### config.mk
export PLATFORM = sky130hd
export DESIGN_NAME = branch_predictor_table
export DESIGN_NICKNAME = d
export VERILOG_FILES = /design/src/rtl/branch_predictor_table.sv
export SDC_FILE = /design/constraint.sdc
export NUM_CORES = 1
export LEC_CHECK = 0
export CORE_ASPECT_RATIO = 0.5
export CORE_MARGIN = 8
export CORE_UTILIZATION = 51
export CTS_CLUSTER_SIZE = 16
export DETAILED_ROUTE_END_ITERATION = 12
export HOLD_SLACK_MARGIN = 0.1
export PLACE_DENSITY = 0.85
export SLEW_MARGIN = 0
export SYNTH_ARGS = -nofsm -noshare
export SYNTH_HDL_FRONTEND = slang
export SYNTH_SLANG_ARGS = --single-unit
### constraint.sdc
create_clock -name clk_i -period 5 [get_ports clk_i]
set_clock_uncertainty 0.05 [all_clocks]
set_input_delay 1 -clock clk_i [delete_from_list [all_inputs] [get_ports clk_i]]
set_output_delay 1 -clock clk_i [all_outputs]
set_load 0.005 [all_outputs]
### src/rtl/branch_predictor_table.sv
// branch_predictor_table: table of saturating branch-direction counters.
// Lookups return the MSB of the indexed counter one cycle later.
// Resolved branches move their counter up or down.
// After reset the table is swept to INIT_CNT, one entry per cycle, before
// it accepts any lookup or update.
// Optional feature: define BP_GSHARE_EN for gshare indexing. In that mode a
// global history register is XORed into the PC index bits. Without the macro
// the table is purely bimodal and has no history register.
module branch_predictor_table #(
    parameter int ENTRIES  = 64,
    parameter int CNT_W    = 2,
    parameter int HIST_W   = 6,
    parameter int INIT_CNT = 2**CNT_W - 1,
    localparam int IDX_W   = $clog2(ENTRIES)
) (
    input  logic             clk_i,
    input  logic             rst_i,
    input  logic             lookup_valid_i,
    input  logic [31:0]      lookup_pc_i,
    output logic             predict_valid_o,
    output logic             predict_o,
    output logic [IDX_W-1:0] predict_idx_o,
    input  logic             update_i,
    input  logic [IDX_W-1:0] update_idx_i,
    input  logic             update_taken_i,
    output logic             ready_o
);

    localparam logic [CNT_W-1:0] CNT_INIT_VAL = CNT_W'(INIT_CNT);
    localparam logic [CNT_W-1:0] CNT_MAX      = {CNT_W{1'b1}};
    localparam logic [IDX_W-1:0] SWEEP_LAST   = IDX_W'(ENTRIES - 1);

    typedef enum logic {
        ST_INIT = 1'b0,
        ST_RUN  = 1'b1
    } state_t;

    state_t           state_q;
    state_t           state_d;
    logic [IDX_W-1:0] sweep_idx_q;
    logic [CNT_W-1:0] cnt_mem [ENTRIES];

    logic             run;
    logic             lookup_fire;
    logic             update_fire;
    logic [IDX_W-1:0] lookup_idx;
    logic [CNT_W-1:0] lookup_cnt;
    logic [CNT_W-1:0] update_cnt;

    logic             pred_vld_p1;
    logic             pred_taken_p1;
    logic [IDX_W-1:0] pred_idx_p1;

    // Only the word-aligned PC bits that form the index are used.
    logic unused_pc;
    assign unused_pc = ^{lookup_pc_i[31:IDX_W+2], lookup_pc_i[1:0]};

    // Move a counter one step towards the resolved outcome.
    // The counter holds at 0 and at CNT_MAX.
    function automatic logic [CNT_W-1:0] sat_step(input logic [CNT_W-1:0] cnt,
                                                  input logic             taken);
        logic [CNT_W-1:0] res;
        res = cnt;
        if (taken) begin
            if (cnt != CNT_MAX) res = cnt + CNT_W'(1);
        end else begin
            if (cnt != '0) res = cnt - CNT_W'(1);
        end
        return res;
    endfunction

    assign run         = (state_q == ST_RUN);
    assign lookup_fire = lookup_valid_i & run & ~rst_i;
    assign update_fire = update_i & run & ~rst_i;

`ifdef BP_GSHARE_EN
    logic [HIST_W-1:0] ghr_q;

    // Non-speculative global history: only resolved outcomes are shifted in.
    always_ff @(posedge clk_i) begin
        if (rst_i) begin
            ghr_q <= '0;
        end else if (update_fire) begin
            ghr_q <= (ghr_q << 1) | HIST_W'(update_taken_i);
        end
    end

    // The history register is zero-extended and folded into the PC index.
    always_comb begin
        lookup_idx = lookup_pc_i[IDX_W+1:2] ^ IDX_W'(ghr_q);
    end
`else
    localparam int unused_hist_w = HIST_W;

    // The bimodal index is taken straight from the PC.
    always_comb begin
        lookup_idx = lookup_pc_i[IDX_W+1:2];
    end
`endif

    assign lookup_cnt = cnt_mem[lookup_idx];
    assign update_cnt = sat_step(cnt_mem[update_idx_i], update_taken_i);

    // State register: reset always returns to the start of the sweep.
    always_ff @(posedge clk_i) begin
        if (rst_i) begin
            state_q <= ST_INIT;
        end else begin
            state_q <= state_d;
        end
    end

    // Next state: leave INIT right after the last entry is written.
    always_comb begin
        state_d = state_q;
        case (state_q)
            ST_INIT: if (sweep_idx_q == SWEEP_LAST) state_d = ST_RUN;
            ST_RUN:  state_d = ST_RUN;
            default: state_d = ST_INIT;
        endcase
    end

    // Output decode: the table accepts traffic only once the sweep is done.
    always_comb begin
        ready_o = 1'b0;
        if (state_q == ST_RUN) ready_o = 1'b1;
    end

    // Sweep pointer: advances once per INIT cycle, so the sweep takes ENTRIES cycles.
    always_ff @(posedge clk_i) begin
        if (rst_i) begin
            sweep_idx_q <= '0;
        end else if (state_q == ST_INIT) begin
            sweep_idx_q <= sweep_idx_q + IDX_W'(1);
        end
    end

    // Counter storage: written by the init sweep or by resolved updates.
    // The counters have no reset; they are initialised by the sweep instead.
    always_ff @(posedge clk_i) begin
        if (!rst_i && state_q == ST_INIT) begin
            cnt_mem[sweep_idx_q] <= CNT_INIT_VAL;
        end else if (update_fire) begin
            cnt_mem[update_idx_i] <= update_cnt;
        end
    end

    // Prediction register, stage 1.
    // It samples the pre-update counter, so a same-cycle update is not visible
    // to the lookup (read-before-write).
    always_ff @(posedge clk_i) begin
        if (rst_i) begin
            pred_vld_p1   <= 1'b0;
            pred_taken_p1 <= 1'b0;
            pred_idx_p1   <= '0;
        end else begin
            pred_vld_p1 <= lookup_fire;
            if (lookup_fire) begin
                pred_taken_p1 <= lookup_cnt[CNT_W-1];
                pred_idx_p1   <= lookup_idx;
            end
        end
    end

    assign predict_valid_o = pred_vld_p1;
    assign predict_o       = pred_taken_p1;
    assign predict_idx_o   = pred_idx_p1;

endmodule

* Word-level counts from Yosys, hierarchy flattened
Memories as Yosys holds them, arrays and structs flattened. A register that Yosys moved wholly into a read port is not among the register bits.
Index checks and enable logic that the tools add are counted.
** Cells by class
- Add/subtract/negate cells :: 3
- Eq/ne operators :: 2
- Mux-type cells :: 14
- Bitwise gates (word level) :: 6
- Reduce and logical (&&, ||, !) cells :: 4
** Operator list (number)
- $mux 1 :: 8
- $mux 2 :: 4
- $add 6x1->6 const B :: 1
- $eq 6x6->1 const B :: 1
- $mux 6 :: 1
- $and 1x1->1 :: 4
- $add 2x1->2 const B :: 1
- $ne 2x2->1 const B :: 1
- $not 1->1 :: 2
- $pmux 1 s2 :: 1
- $reduce_bool 2->1 :: 1
- $reduce_or 2->1 :: 1
- $sub 2x1->2 const B :: 1
- $logic_and 1x1->1 :: 1
- $logic_not 1->1 :: 1
** Storage, ports and cells
- Register bits :: 14
- RAM bits :: 128
- Bits of input ports :: 43
- Output and inout bits :: 9
- Word-level logic and storage cells :: 34
- Memories :: 1
** Memory list
- cnt_mem :: words 64, bits a word 2, rd ports 2, clocked after Yosys merged registers in 1, wr ports 1, RTL line 41 : logic [CNT_W-1:0] cnt_mem [ENTRIES];

* Logic depth before layout (Yosys ltp)
- Word-level depth :: 7
- Mapped depth :: 9
- Mapped depth without buffers :: 6

* Worst setup path after synthesis
Ideal clock, no wire load.
- Path kind :: input-to-reg
- From :: input update_idx_i[0]
- To :: memory cnt_mem[0][0], data pin
- Library setup time :: 0.518 ns
- Arrival time :: 4.147 ns
- Data required time :: 4.432 ns
- Setup slack :: 0.285 ns
- Stages :: 8
- Buffers on the path :: 2
- Cells stage by stage :: buf_6 > buf_6 > mux4_2 > a22oi_1 > a21oi_1 > nor4_2 > a21oi_1 > o21ai_1
** On the way
- Longest elaborated chain between the ends :: 5
- Elaborated cells on any way between the ends :: 9
- Those cells by class :: add/sub (2); eq/ne (1); mux (4); reduce/logical (1); memory (1)
** Ends and longest elaborated chain
- from (decl) :: RTL line 24 : input logic [IDX_W-1:0] update_idx_i,
- $mem_v2 64x2 (*)
- $sub 2x1->2, or another cell as far along :: RTL line 67 : if (cnt != '0) res = cnt - CNT_W'(1);
- $mux 2, on equally long branches :: RTL line 67, 65
- $mux 2 (*) :: RTL line 64 : if (taken) begin
- $mux 2 (no line) (*)
- to (decl) :: RTL line 41
Mark *: on every way between the ends. The rest lies on a longest branch, timed or not.

* Worst setup path after layout
- From :: input update_idx_i[0]
- To :: memory cnt_mem[18][0], data pin
The elaborated chain is that of the path after synthesis.

==> flow_summary.ini <==
[global_routing]
antenna_found_initial = 0
grt_pass1_wl_mm = 23.28
gr-usage-met3_pct = 5.663
overflow = 0
top_usage_layer = met2
grt_pass1_vias = 4196
track_usage_pct = 18.47
met1_usage_pct = 22.66
grt_max_degree = 41
grtUsageMet2_pct = 30.37

[clock_network]
cts_tree = done
clock_path_buffers = 2
htreeDepth = 4
cts.reportedPaths.clkPinSlew_ns = 0.06
numCtsBuffers = 17
post_cts_buffers = 0
cts_hold_buf = 0
insertion_delay_ns = 0.43
cts-root-buf = clkbuf_16
cts_resized = 0
clock-sinks = 143

[logic_synthesis]
synth_cells = 435
yosys_warnings = 0
synth_area_mm2 = 0.006620
yosys_register_bits = 143
yosysMostFrequentCell = edfxtp_1
synth-edff-count = 128
synth_seq_area_share_pct = 62.60
synthFlopType = edfxtp_1
syn_avg_cell_area_um2 = 15.22
synthTopCellsByCount = edfxtp_1, nor2_1, mux4_2, nand2_1
syn_nets = 479
ys_types = 39
yosys.area.top_type = edfxtp_1
synth_top_area_share_pct = 58.06
async_flop_share_pct = 0
synthTopCellsByArea = edfxtp_1, mux4_2, dfxtp_1

[worst_setup_path]
cp-start-kind = input port
critPathMaxStageDelay_ns = 0.75
critPathCaptureType = flop
timing.rr.start = cnt_mem[61][1]$_DFFE_PP_
crit_family = buffers and inverters
r2r_setup_slack_ns = 2.16
startpoint = update_idx_i[0]
crit_slowest_cell = buf_2
crit_required_ns = 5.08
reg2reg_depth = 7
r2r_end = cnt_mem[18][0]$_DFFE_PP_
critical_path_arrival_ns = 4.09
path_cells = buf_2, buf_4, mux4_1, a22oi_1, a21oi_1, or4_4, a21oi_1, o21ai_4, buf_4
worst-path-max-fanout = 40
crit_end = cnt_mem[18][0]$_DFFE_PP_
cp.depth = 9
crit_type = in2reg
crit_buf_inv = 3

[sta]
rsz0062_at_grt = no
slew_headroom_pct = 30.48
finalSetupViolCount = 0
worst_slew_pin_slew_ns = 1.040
period_minus_slack_ns = 4.005
finalWorstSetupSlack_ns = 0.9948
hold_viol_final = 0
finalMaxSlewViolations = 0
finalSetupTns_ns = 0
holdWs_ns = 0.4287
min_period_over_period_pct = 80.10
maxClockFrequency_mhz = 249.7

[drt]
drcViolationCount = 0
vias_per_cell = 6.463
drt-initial-drc-count = 521
routedWlPerCell_um = 23.20
num_vias = 4201
dr.pass1.iters = 6
ant_nets = 0
wirelength_mm = 15.08

[placed_design]
port_buffers = 25
globalplace.congestion = 0.8572
dp.cells = 618
pre_cts_ws_ns = 0.5803
dp_hpwl_mm = 9.641

[finish]
syn_to_final_growth_pct = 16.35
utilization_pct = 60.82
nets = 511
instances_no_fill = 650
drive_gt1_share_pct = 18.96
antenna_cells = 0

[floorplanning]
start_util_pct = 52.28
die-area_mm2 = 0.01710
num_rows = 29
die_h_um = 96.56
die_x_um = 177.1
core_mm2 = 0.01266
io_pins = 52

[worst_hold_path]
hp-class = reg2reg

[power_and_ir_drop]
power.density_mw_per_mm2 = 365.2
ir_drop_mv = 0.4309
leakage_nw = 2.656

[run]
drv_cap = 0

[outcome]
outcome = finished clean
## area by class of cell
cell class | count | area (um^2)
Sequential cell | 143 | 4144
Inverter | 3 | 11.26
Timing Repair Buffer | 37 | 347.8
Multi-Input combinational cell | 265 | 2345
Fill cell | 856 | 4961
Clock inverter | 13 | 209.0
Tap cell | 170 | 212.7
Clock buffer | 19 | 432.9
## worst min-delay path: stages (launching register included)
cell and delay (ns):
dfxtp_1 0.31, nand3b_1 0.07, nand2_1 0.05
## where the power goes
group	leakage [nW]	internal, mW	switching [mW]
Sequential	1.45	1.29	0.00494
Clock	0.311	0.888	0.494
Combinational	0.892	0.0621	0.0780
Total	2.66	2.24	0.577
## cell families (layout without fill, tap and decap cells)
family | Yosys count | count (layout) | synth area share [%]
AO/OA/AOI/OAI | 40 | 40 | 4.252
XOR/XNOR | 4 | 4 | 0.5293
adder cells (fa/ha/maj) | 2 | 2 | 0.3402
buffers and inverters | 27 | 72 | 2.155
flip-flops | 143 | 143 | 62.60
multiplexers | 57 | 57 | 18.96
AND/OR/NAND/NOR | 162 | 162 | 11.17
## worst min-delay path by stage
stage                                   from                            end  slack [ns]  depth (start not counted)
2_1_floorplan  predict_idx_o[0]$_SDFFE_PP0P_  predict_idx_o[0]$_SDFFE_PP0P_        0.42                          2
3_3_place_gp   predict_idx_o[5]$_SDFFE_PP0P_  predict_idx_o[5]$_SDFFE_PP0P_        0.41                          2
3_5_place_dp   predict_idx_o[3]$_SDFFE_PP0P_  predict_idx_o[3]$_SDFFE_PP0P_        0.42                          2
4_1_cts        predict_idx_o[2]$_SDFFE_PP0P_  predict_idx_o[2]$_SDFFE_PP0P_        0.43                          2
5_1_grt        predict_idx_o[5]$_SDFFE_PP0P_  predict_idx_o[5]$_SDFFE_PP0P_        0.45                          2
6_report       predict_idx_o[5]$_SDFFE_PP0P_  predict_idx_o[5]$_SDFFE_PP0P_        0.43                          2
## flip-flops by register name, indices dropped and copies added, names as in the netlist
name / count
cnt_mem: 128
predict_idx_o: 6
predict_o: 1
predict_valid_o: 1
run: 1
sweep_idx_q: 6
## stage by stage
step           total power [mW]  instance area [um^2]
2_1_floorplan             1.408                  6620
3_3_place_gp              1.448                  7061
3_5_place_dp              1.451                  7061
4_1_cts                   2.808                  7702
5_1_grt                   2.872                  7702
6_report                  2.813                  7702
## placed cells by master (no fill, tap or decap), types with 11 or more instances in the layout
master,instances
a22oi_1,13
buf_4,11
mux4_2,43
dfxtp_1,15
clkbuf_16,17
nand2_1,39
nand3b_1,15
nor2_1,78
clkdlybuf4s50_1,24
edfxtp_1,128
## layer usage
metal,wire (um),part of all wire (%),vias up
met5,0,0,-
met4,408,2.7,0
met3,1773,12,45
met2,7155,47,291
met1,5742,38,2096
li1,-,-,1769
Note: power is estimated with default switching activity, not from simulation.
==> RTL change (config.mk and constraints unchanged) <==
`CNT_W`: 2 -> 4.
--- a/src/rtl/branch_predictor_table.sv
+++ b/src/rtl/branch_predictor_table.sv
@@ -8,7 +8,7 @@
 // the table is purely bimodal and has no history register.
 module branch_predictor_table #(
     parameter int ENTRIES  = 64,
-    parameter int CNT_W    = 2,
+    parameter int CNT_W    = 4,
     parameter int HIST_W   = 6,
     parameter int INIT_CNT = 2**CNT_W - 1,
     localparam int IDX_W   = $clog2(ENTRIES)
Formal check against the unedited RTL: no difference found for any inputs over 10 cycles, from zero or initial values and one cycle with rst_i high; that may be too few to reach the edited logic, so the function may still have changed.
==> RTL change against the unedited design <==
Synthesized area rose by 78%; maximum frequency is 9.9% lower; hold slack worse by 0.0041 ns; setup slack got worse by 0.44 ns; critical path type unchanged; final cell count grew 63%; design area rose by 73%; sequential cell count grew 128; power is 64% higher; wire length increased by 86%; combinational power grew 81%.
==> RTL change: results (changes against the unedited design) <==
Outcome
The flow ran to the end, and the final reports show no timing, DRC or antenna violations.

Power and ir drop
The standby leakage power was 4.68 nW (+76%). The maximum vdd ir drop is 0.210 mV (-51%).

CTS
The number of gates resized after CTS came to 0 (unchanged). The number of buffers created by CTS is 25 (+8). The maximum clock path buffer count is 3 (+1). The number of levels the H-tree was split into is 1 (-3). The clock latency on the worst-skew pair came to 0.52 ns (+0.09 ns). The post-CTS setup repair buffer count is 0 (unchanged).

Logic synthesis
The unique cell type count in the Yosys netlist was 58 (+49%). The sequential fraction of the synthesis area is 0.677 (+0.0515). The share of flip-flops with an asynchronous set or reset after synthesis is 0 (unchanged). The net count after synthesis is 743 (+55%).

The post-synthesis compound-gate area fraction is 0.0400 (-0.00252). The share of synthesized cell area in full adder, half adder and majority cells is 0.00318 (-0.000219). Sorting the synthesized cells by area gives the leading types as sky130_fd_sc_hd__edfxtp_1, sky130_fd_sc_hd__mux4_2, sky130_fd_sc_hd__nor2_1.

The xor and xnor area share after synthesis is 0.00371 (-0.00158). The count of flip-flops with a built-in enable after synthesis is 256 (+100%). The predominant post-synthesis flop cell is sky130_fd_sc_hd__edfxtp_1. The multiplexer share of the synthesized area was 0.179 (-0.0105).

The number of warnings reported in the yosys synthesis log is 0 (unchanged). The commonest cells after synthesis are sky130_fd_sc_hd__edfxtp_1, sky130_fd_sc_hd__nor2_1, sky130_fd_sc_hd__mux4_2.

Final layout
The layout net count is 783 (+53%). The antenna cell count is 0 (unchanged). The ratio of cells with drive above 1 in the final layout is 0.199 (+0.00936). The flip-flop count of the largest register, all copies and words added is 256 (+100%).

The layout filler cell count is 1,581 (+85%).

Place
The pre-CTS setup slack is 0.187 ns (-0.394 ns). The routability congestion estimate is 0.945 (+10%). The estimated wirelength of the detail-placed design is 17,700 microns (+84%). The count of buffers from port buffering is 25 (unchanged).

Critical path
The arrival time at the worst endpoint is 4.64 ns (+0.55 ns). The worst stage delay on the critical path was 0.50 ns (-0.25 ns). The critical path's slowest cell is sky130_fd_sc_hd__clkdlybuf4s50_1. The maximum fanout along the worst path is 44 (+10%).

The cell family with the largest share of critical-path delay is buffers and inverters.

Min path
The worst min-delay path category is reg -> reg.

Drt
The total via count after detailed routing is 6,940 (+65%). The detailed-route wire length is 28,000 microns (+86%). The iteration count of the initial detailed-routing pass was 5 (-1). The starting DRC count in detailed routing was 880 (+69%).

Global route
The total track usage is 0.196 (+0.0108). The number of antenna violations at the first check in global routing is 0 (unchanged). The first-pass GRT wire length is 41,900 microns (+80%). The pin count of the biggest net entering global routing is 65 (+59%).

The number of global-route vias before repair was 6,967 (+66%).

Timing
The slew of the pin with the lowest slew margin is 0.659 ns (-0.381 ns).
[RTL change: changes by cell type in the layout (fill, tap and decap cells not counted), moves of 12 or more]
cell,change
sky130_fd_sc_hd__nand2b_1,+14
sky130_fd_sc_hd__mux2i_1,+23
sky130_fd_sc_hd__o21ai_0,+13
sky130_fd_sc_hd__edfxtp_1,+128
sky130_fd_sc_hd__nand3b_1,-12
sky130_fd_sc_hd__mux4_2,+24
[RTL change: layout make-up]
type | instances | area [sq um] | area share
clock buffer | 31 | 668 | 0.0501
tap | 307 | 384 | 0.0288
multi-input combinational | 381 | 3580 | 0.269
timing repair buffer | 51 | 541 | 0.0406
inverter | 7 | 26.3 | 0.00197
sequential | 271 | 7990 | 0.599
clock inverter | 13 | 139 | 0.0104
[RTL change: stage by stage]
| step | instances | utilization | instance area (sq um) | hold slack [ns] |
|---|---|---|---|---|
| floorplan | 697 | - | 11800 | 0.416 |
| global placement | 1017 | 0.551 | 12500 | 0.408 |
| detailed placement | 1017 | 0.551 | 12500 | 0.422 |
| CTS | 1061 | 0.586 | 13300 | 0.431 |
| global route | 1061 | 0.586 | 13300 | 0.461 |
| finish | 1061 | 0.586 | 13300 | 0.425 |
[RTL change: cell families (layout without fill, tap and decap cells)]
logic type / after synthesis / in the layout
multiplexers: 113 / 113
XOR/XNOR: 5 / 5
AND/OR/NAND/NOR: 193 / 193
adder cells (fa/ha/maj): 3 / 3
AO/OA/AOI/OAI: 67 / 67
buffers and inverters: 45 / 102
flip-flops: 271 / 271
[RTL change: per-layer routing]
| layer | vias up | global-route usage | wire length, microns |
|---|---|---|---|
| li1 | 2859 | - | - |
| met1 | 3390 | 0.248 | 10200 |
| met2 | 572 | 0.316 | 12900 |
| met3 | 119 | 0.0573 | 3680 |
| met4 | 0 | 0.0843 | 1210 |
| met5 | - | 0 | 0 |
[RTL change: final timing paths]
path | from | endpoint | slack, ns | depth (start not counted)
min | predict_idx_o[4]$_SDFFE_PP0P_ | predict_idx_o[4]$_SDFFE_PP0P_ | 0.42 | 2
max reg2reg | cnt_mem[58][1]$_DFFE_PP_ | cnt_mem[62][1]$_DFFE_PP_ | 1.30 | 13
min reg2reg | predict_idx_o[4]$_SDFFE_PP0P_ | predict_idx_o[4]$_SDFFE_PP0P_ | 0.42 | 2
max | update_idx_i[2] | cnt_mem[62][1]$_DFFE_PP_ | 0.55 | 16
[RTL change: where the power goes]
part	internal [mW]	total [mW]	switching, mW
sequential	2.45	2.45	0.00492
clock	1.10	1.90	0.797
combinational	0.107	0.254	0.147
total	3.66	4.60	0.949
